`config.mk`:
```
export PLATFORM = sky130hd
export DESIGN_NAME = cache_refill_ctrl
export DESIGN_NICKNAME = d
export VERILOG_FILES = /design/src/rtl/cache_pkg.sv /design/src/rtl/sat_counter.sv /design/src/rtl/cache_refill_ctrl.sv
export SDC_FILE = /design/constraint.sdc
export NUM_CORES = 1
export LEC_CHECK = 0
export BUFFER_PORTS_ARGS = -buffer_cell sky130_fd_sc_hd__buf_4
export CORE_MARGIN = 1.5
export CORE_UTILIZATION = 51
export CTS_CLUSTER_SIZE = 25
export DETAILED_ROUTE_END_ITERATION = 7
export PLACE_DENSITY = 0.87
export SLEW_MARGIN = 15
export SYNTH_ARGS = -nofsm -noshare
export SYNTH_HDL_FRONTEND = slang
export SYNTH_SLANG_ARGS = --single-unit
```
`constraint.sdc`:
```
create_clock -name clk -period 2.2 [get_ports clk]
set_input_delay 0.33 -clock clk [delete_from_list [all_inputs] [get_ports clk]]
set_output_delay 0.33 -clock clk [all_outputs]
set_load 0.05 [all_outputs]
```
`src/rtl/cache_pkg.sv`:
```
`default_nettype none
// ============================================================================
// Module   : cache_pkg
// Brief    : Address field widths, refill FSM states and field slice helpers
// Revision : 1.0
// ============================================================================
package cache_pkg;

    localparam int TAG_W          = 3;
    localparam int IDX_W          = 10;
    localparam int SEL_W          = 2;
    localparam int WORDS_PER_LINE = 4;
    localparam int LINE_ADDR_W    = TAG_W + IDX_W + SEL_W;

    typedef enum logic [2:0] {
        ST_IDLE    = 3'd0,
        ST_LOOKUP  = 3'd1,
        ST_MEM_REQ = 3'd2,
        ST_FILL    = 3'd3,
        ST_WRITE   = 3'd4,
        ST_RESP    = 3'd5
    } state_t;

    function automatic logic [TAG_W-1:0] addr_tag(input logic [LINE_ADDR_W-1:0] a);
        return a[LINE_ADDR_W-1 -: TAG_W];
    endfunction

    function automatic logic [IDX_W-1:0] addr_idx(input logic [LINE_ADDR_W-1:0] a);
        return a[SEL_W +: IDX_W];
    endfunction

    function automatic logic [SEL_W-1:0] addr_sel(input logic [LINE_ADDR_W-1:0] a);
        return a[SEL_W-1:0];
    endfunction

    function automatic logic [LINE_ADDR_W-1:0] line_addr(input logic [LINE_ADDR_W-1:0] a);
        return {addr_tag(a), addr_idx(a), {SEL_W{1'b0}}};
    endfunction

endpackage
`default_nettype wire

```
`src/rtl/sat_counter.sv`:
```
`default_nettype none
// ============================================================================
// Module   : sat_counter
// Brief    : Event counter that sticks at all-ones instead of wrapping
// Revision : 1.0
// ============================================================================
module sat_counter #(
    parameter int STAT_W = 16
) (
    input  logic              clk,
    input  logic              rst,
    input  logic              inc,
    output logic [STAT_W-1:0] count
);

    always_ff @(posedge clk or negedge rst) begin
        if (!rst) begin
            count <= '0;
        end else if (inc && (count != '1)) begin
            count <= count + 1'b1;
        end
    end

endmodule
`default_nettype wire

```
`src/rtl/cache_refill_ctrl.sv`:
```
`default_nettype none
// ============================================================================
// Module   : cache_refill_ctrl
// Brief    : CPU read sequencer: tag lookup, 4-beat line refill, hit/miss stats
// Revision : 1.0
// ============================================================================
module cache_refill_ctrl
    import cache_pkg::*;
#(
    parameter int ADDR_W = 15,
    parameter int IDX_W  = 10,
    parameter int DATA_W = 32,
    parameter int STAT_W = 16
) (
    input  logic                        clk,
    input  logic                        rst,
    input  logic                        cpu_req,
    input  logic [ADDR_W-1:0]           cpu_addr,
    output logic                        cpu_ready,
    output logic [DATA_W-1:0]           cpu_rdata,
    output logic [ADDR_W-1:0]           cache_addr,
    input  logic                        cache_hit,
    input  logic [DATA_W-1:0]           cache_rdata,
    output logic                        cache_fill,
    output logic [4*DATA_W-1:0]         fill_data,
    output logic                        mem_req,
    output logic [ADDR_W-1:0]           mem_addr,
    input  logic                        mem_ack,
    input  logic                        mem_rvalid,
    input  logic [DATA_W-1:0]           mem_rdata,
    output logic [STAT_W-1:0]           stat_hits,
    output logic [STAT_W-1:0]           stat_misses
);

    localparam int c_sel_w = ADDR_W - IDX_W - TAG_W;

    state_t                r_state;
    state_t                w_state_nxt;
    logic [ADDR_W-1:0]     r_addr;
    logic [c_sel_w-1:0]    r_beat;
    logic [DATA_W-1:0]     r_buf [WORDS_PER_LINE];
    logic                  r_cpu_ready;
    logic [DATA_W-1:0]     r_cpu_rdata;
    logic                  r_cache_fill;
    logic                  r_mem_req;
    logic                  w_hit_inc;
    logic                  w_miss_inc;
    logic [c_sel_w-1:0]    w_sel;

    assign w_sel      = r_addr[c_sel_w-1:0];
    assign cache_addr = r_addr;
    assign mem_addr   = {r_addr[ADDR_W-1:c_sel_w], {c_sel_w{1'b0}}};
    assign fill_data  = {r_buf[3], r_buf[2], r_buf[1], r_buf[0]};
    assign cpu_ready  = r_cpu_ready;
    assign cpu_rdata  = r_cpu_rdata;
    assign cache_fill = r_cache_fill;
    assign mem_req    = r_mem_req;

    always_comb begin
        w_state_nxt = r_state;
        w_hit_inc   = 1'b0;
        w_miss_inc  = 1'b0;
        case (r_state)
            ST_IDLE:    if (cpu_req) w_state_nxt = ST_LOOKUP;
            ST_LOOKUP: begin
                if (cache_hit) begin
                    w_hit_inc   = 1'b1;
                    w_state_nxt = ST_RESP;
                end else begin
                    w_miss_inc  = 1'b1;
                    w_state_nxt = ST_MEM_REQ;
                end
            end
            ST_MEM_REQ: if (mem_ack) w_state_nxt = ST_FILL;
            ST_FILL:    if (mem_rvalid && (r_beat == 2'd3)) w_state_nxt = ST_WRITE;
            ST_WRITE:   w_state_nxt = ST_RESP;
            ST_RESP:    w_state_nxt = ST_IDLE;
            default:    w_state_nxt = ST_IDLE;
        endcase
    end

    // Strobes are decoded from the next state so they are registered yet
    // line up exactly with the state they belong to.
    always_ff @(posedge clk or negedge rst) begin
        if (!rst) begin
            r_state      <= ST_IDLE;
            r_addr       <= '0;
            r_beat       <= '0;
            r_cpu_ready  <= 1'b0;
            r_cpu_rdata  <= '0;
            r_cache_fill <= 1'b0;
            r_mem_req    <= 1'b0;
            for (int i = 0; i < WORDS_PER_LINE; i++) begin
                r_buf[i] <= '0;
            end
        end else begin
            r_state      <= w_state_nxt;
            r_cpu_ready  <= (w_state_nxt == ST_RESP);
            r_cache_fill <= (w_state_nxt == ST_WRITE);
            r_mem_req    <= (w_state_nxt == ST_MEM_REQ);
            if ((r_state == ST_IDLE) && cpu_req) begin
                r_addr <= cpu_addr;
            end
            if ((r_state == ST_MEM_REQ) && mem_ack) begin
                r_beat <= '0;
            end
            if ((r_state == ST_FILL) && mem_rvalid) begin
                r_buf[r_beat] <= mem_rdata;
                r_beat        <= r_beat + 1'b1;
            end
            if ((r_state == ST_LOOKUP) && cache_hit) begin
                r_cpu_rdata <= cache_rdata;
            end
            if (r_state == ST_WRITE) begin
                r_cpu_rdata <= r_buf[w_sel];
            end
        end
    end

    sat_counter #(.STAT_W(STAT_W)) u_hit_cnt (
        .clk   (clk),
        .rst   (rst),
        .inc   (w_hit_inc),
        .count (stat_hits)
    );

    sat_counter #(.STAT_W(STAT_W)) u_miss_cnt (
        .clk   (clk),
        .rst   (rst),
        .inc   (w_miss_inc),
        .count (stat_misses)
    );

endmodule
`default_nettype wire

```
After elaboration in Yosys (flattened, before gate mapping)
Index checks and enable logic that the tools add are counted.
{ "op_classes": {"n_addsub": 3, "magnitude_cmp": 3, "n_eq_ne": 10, "muxes": 19, "n_bitwise": 2, "n_reduce_logical": 11} }
{ "ops": {"columns": ["op", "count"], "rows": [
  ["32-bit 2-to-1 mux", 5],
  ["128-bit bitwise mux", 1],
  ["32-bit binary-select mux with 2-bit select", 1],
  ["32-bit demux with 2-bit select", 1],
  ["16-bit by 1-bit adder with 16-bit output, second input constant", 2],
  ["16-bit inequality test, second input constant", 2],
  ["3-bit one-hot mux with 5 select lines", 1],
  ["3-bit 2-to-1 mux", 4],
  ["3-bit by 2-bit equality test with 1-bit output, second input constant", 3],
  ["3-bit equality test, second input constant", 3],
  ["1-bit logical AND", 8],
  ["3-bit greater-or-equal comparator, second input constant", 2],
  ["2-bit NOT with 3-bit output", 2],
  ["1-bit 2-to-1 mux", 4],
  ["2-bit 2-to-1 mux", 2],
  ["2-bit nonzero test", 2],
  ["3-bit by 1-bit equality test with 1-bit output, second input constant", 1],
  ["3-bit zero test", 1],
  ["3-bit by 1-bit less-than comparator with 1-bit output, second input constant", 1],
  ["2-bit by 1-bit adder with 2-bit output, second input constant", 1],
  ["2-bit equality test, second input constant", 1]
]} }
{ "totals": {"register_bits": 215, "input_bits": 85, "output_inout_bits": 225, "wordCells": 61} }

Longest topological paths before layout
{ "depth": {"ltp_word": 6, "ltp_mapped": 7, "depth_no_buf": 5} }

Cells and area by module
From an unflattened synthesis, not the netlist that was laid out.
{ "hier_totals": {"hier_cells": 662, "area_unflattened_um2": 9795.6} }
{ "modules_own_cells": {"columns": ["module", "instances", "cells_each", "area_per_inst_um2", "seq_area_each_um2"], "rows": [
  ["cache_refill_ctrl", 1, 518, 8076.5, 4579.4],
  ["sat_counter", 2, 72, 859.6, 400.4]
]} }

Least setup slack after synthesis
OpenSTA, ideal clock, no wires.
{ "synth_path": {"kind": "reg-to-reg", "from": "reg u_miss_cnt.count[0]", "to": "reg u_miss_cnt.count[9]", "setup_time_ns": 0.146, "arrival_ns": 2.095, "required_ns": 2.054, "setup_slack_ns": -0.041, "path_stages_with_launch": 7, "path_buffers": 1, "period_less_slack_ns": 2.241, "path_cell_list": "dfrtp_1 -> ha_1 -> nand4_1 -> nor4_2 -> buf_2 -> nor4_1 -> xor2_1"} }
{ "synth_between": {"elab_chain_len": 2, "word_cells_on_any_way": 3, "classes_between": "add/sub (1); eq/ne (1); reduce/logical (1)"} }
{ "synth_lines": {"columns": ["item", "line", "source"], "rows": [
  ["start, declared", "sat_counter.sv:13", "output logic [STAT_W-1:0] count"],
  ["start signal, assigned", "sat_counter.sv:20", "count <= count + 1'b1;"],
  ["branches (longest 2 deep; another with 16-bit by 1-bit adder with 16-bit output)", null, null]
]} }
Several ways; the timed one is not identified.
A chain may end at the register's enable or synchronous reset.

Worst setup path after layout
{ "layout_path": {"from": "reg r_state[0]", "to": "reg u_hit_cnt.count[15]"} }
{ "layout_between": {"elab_chain_len": 3} }
{ "layout_lines": {"columns": ["item", "line", "source"], "rows": [
  ["start, declared", "cache_refill_ctrl.sv:37", "state_t r_state;"],
  ["start signal, assigned", "cache_refill_ctrl.sv:97", "r_state <= w_state_nxt;"],
  ["3-bit by 1-bit equality test with 1-bit output", "cache_refill_ctrl.sv:63", "case (r_state)"],
  ["1-bit 2-to-1 mux", "cache_refill_ctrl.sv:63", null],
  ["1-bit logical AND", "sat_counter.sv:19", "end else if (inc && (count != '1)) begin"],
  ["end signal, assigned", "sat_counter.sv:20", null],
  ["end, declared", "sat_counter.sv:13", null]
]} }
Every way passes these cells.

==> reports/summary.txt <==
Post-synth EDFFs: 0
Die Area: 19600 sq um
DP Area: 12200 sq um
Max Clock Skew: 0.00989 ns
GPL Wtd Cong: 0.833
ANT nets after route: 0
Core Area: 18200 sq um
Final Net Count: 1111
via count: 7103
ys async rst share: 100%
Die X: 140 um
GRT overflow: 0
GR peak layer: met2
max cap viols: 0
count leader, synth: dfrtp_1
static leakage: 0.00641 uW
ANT cells: 0
Port Buf Inserts: 307
std cell rows: 49
top post-synthesis cells by count: 215 x dfrtp_1, 146 x mux2_2, 82 x nand2_1, 42 x nor2_1, 34 x a31oi_1
worst hold endpoint: cache_addr[11]
# resized after CTS: 0
synthesized instance count: 715
CTS max path bufs: 3
number of buffers added for setup after CTS: 0
hold_sp: cpu_addr[11]
DP Worst Slack: 0.213 ns
hpwl dp: 18000 um
Pins Over Slew Limit: 0
reg2reg end: u_hit_cnt.count[15]
Hold Path Stages: 2
R2R depth: 4
top cells by area, synth: dfrtp_1 56%, mux2_2 17%, mux4_2 7.5%, nand2_1 3.2%, xor2_1 2.5%
later-pin clock latency in the skew report: 0.51 ns
FF-to-FF setup slack: 0.16 ns
Final Hold Viols: 0
largest net degree at the start of global routing: 61
TritonCTS clock tree: built
Peak Freq: 490 MHz
post-route minimum period: 2.04 ns
share of the synthesized area in the top cell type: 56.2%
Reg clk slew, reported paths: 0.06 ns
clk sinks: 215
Initial Util: 52.6%
Root Buffer: clkbuf_16
DRC: 0
Slew headroom: 45.0%
status: complete, no violations
Finish-stage setup viols: 0
crit-path max FO: 11
Synth-to-Final Area Change: 35.3%
DR iter-0 viols: 269
Synth Warn #: 0
Initial DRT Pass Iterations: 4
Synth cell types: 42
global-route wire length before repair: 41000 um
WL per Instance: 20.6 um
Mapped Area: 9580 sq um
CTS buffer count: 24
RSZ-0062 raised after global routing: false
Tot GR Track Use: 26.7%
met1 Use GR: 31.4%
setup ws final: 0.158 ns
Power Density: 1830 nW/um^2
Worst EP required: 2.62 ns
share of post-route cells with drive strength above 1: 55.1%
HP Class: in2reg
I/O Pins: 310
Peak VDD IR: 0.00114 V
fillers: 1254
vias in the first global route: 7564
Most used DFF post-synth: dfrtp_1
setup TNS: 0 ns
arrival time worst endpoint: 2.47 ns
Yosys top cell by area: dfrtp_1
GR Util met3: 7.97%
Final Cycle Share: 92.8%
CP startpoint: r_state[0]
startpoint types: register
H-tree depth: 1
antenna violations before repair: 0
Via-to-Cell Ratio: 5.61
final instance area: 13000 sq um
critical path endpoint category: register
Fin Hold WS: 0.0456 ns
Synth Register Bits: 215
Setup CP Type: reg2reg
actual slew at the worst max-slew pin: 0.825 ns
die height: 140 um
met2 GRT Util: 46.8%
Syn Area/Cell: 13.4 sq um
Reg2Reg Launch Point: r_state[0]
WL final: 26100 um
Seq/Total Area, Yosys: 56.2%
==> registers in the layout, summed over array words and instances (netlist names) <==
| signal | cells |
|---|---|
| cache_addr | 15 |
| cache_fill | 1 |
| cpu_rdata | 32 |
| cpu_ready | 1 |
| fill_data | 128 |
| mem_req | 1 |
| r_beat | 2 |
| r_state | 3 |
| u_hit_cnt.count | 16 |
| u_miss_cnt.count | 16 |
==> critical path, cell delays in order, from the launching register on <==
cell	delay, ns
dfrtp_1	0.50
nor2b_1	0.32
nand3b_1	0.40
nor4_1	0.50
xor2_1	0.23
==> worst max-delay path by stage <==
stage	endpoint	slack, ns
global route	u_hit_cnt.count[15]	0.007
global placement	u_miss_cnt.count[14]	0.31
finish	u_hit_cnt.count[15]	0.16
floorplan	u_hit_cnt.count[13]	0.06
CTS	cpu_rdata[18]	0.14
detailed placement	cpu_rdata[2]	0.21
==> metal layers <==
layer	up-vias	share of wire (%)
li1	3172	-
met1	3583	38
met2	281	51
met3	67	7.8
met4	0	3.2
met5	-	0
==> cell families (layout without fill, tap and decap cells) <==
group,Yosys count,after routing,share of synthesized area (%)
AOI/OAI and AO/OA,40,40,2.68
xor gates and xnor gates,28,28,2.56
adders and majority gates,6,6,0.784
buffers and inverters,60,382,3.28
DFF,215,215,56.2
muxes,178,178,24.7
other,1,2,0.0392
and+or+nand+nor,187,187,9.80
==> final cells by class <==
type	instances	area (sq um)	share of cell area, %
flip-flops and latches	215	5390	41.5
multi-input cells	441	3930	30.3
repair buffers	336	2590	20.0
clock buffers	35	683	5.27
well taps	229	287	2.21
clock inverters	9	76.3	0.589
inverters	2	7.51	0.0579
==> where the power goes <==
part	internal (uW)	switching, uW
clock	2280	1600
sequential	5540	1350
combinational	4450	8490
total	12300	11400
==> stage by stage <==
stage | total power (uW) | cells | util (%)
finish | 23700 | 1267 | 71.2
global route | 24700 | 1267 | 71.2
CTS | 23800 | 1267 | 71.2
detailed placement | 19900 | 1222 | 67.0
global placement | 19600 | 1222 | 67.0
floorplan | 15800 | 716 | -
==> placed cells by master (no fill, tap or decap), drive strengths merged, types with 9 or more instances in the layout <==
cell type	count
nand4	9
nor4	11
xor2	27
clkbuf	36
dfrtp	215
nor2	42
a31oi	34
mux2	146
mux4	32
nor3	12
nand2	82
buf	334
==> repair_timing <==
item,CTS,global route
hold buffers,1,0
endpoints found under the setup margin,0,0
hold endpoints to repair,54,0
(Power assumes the default switching activity.)
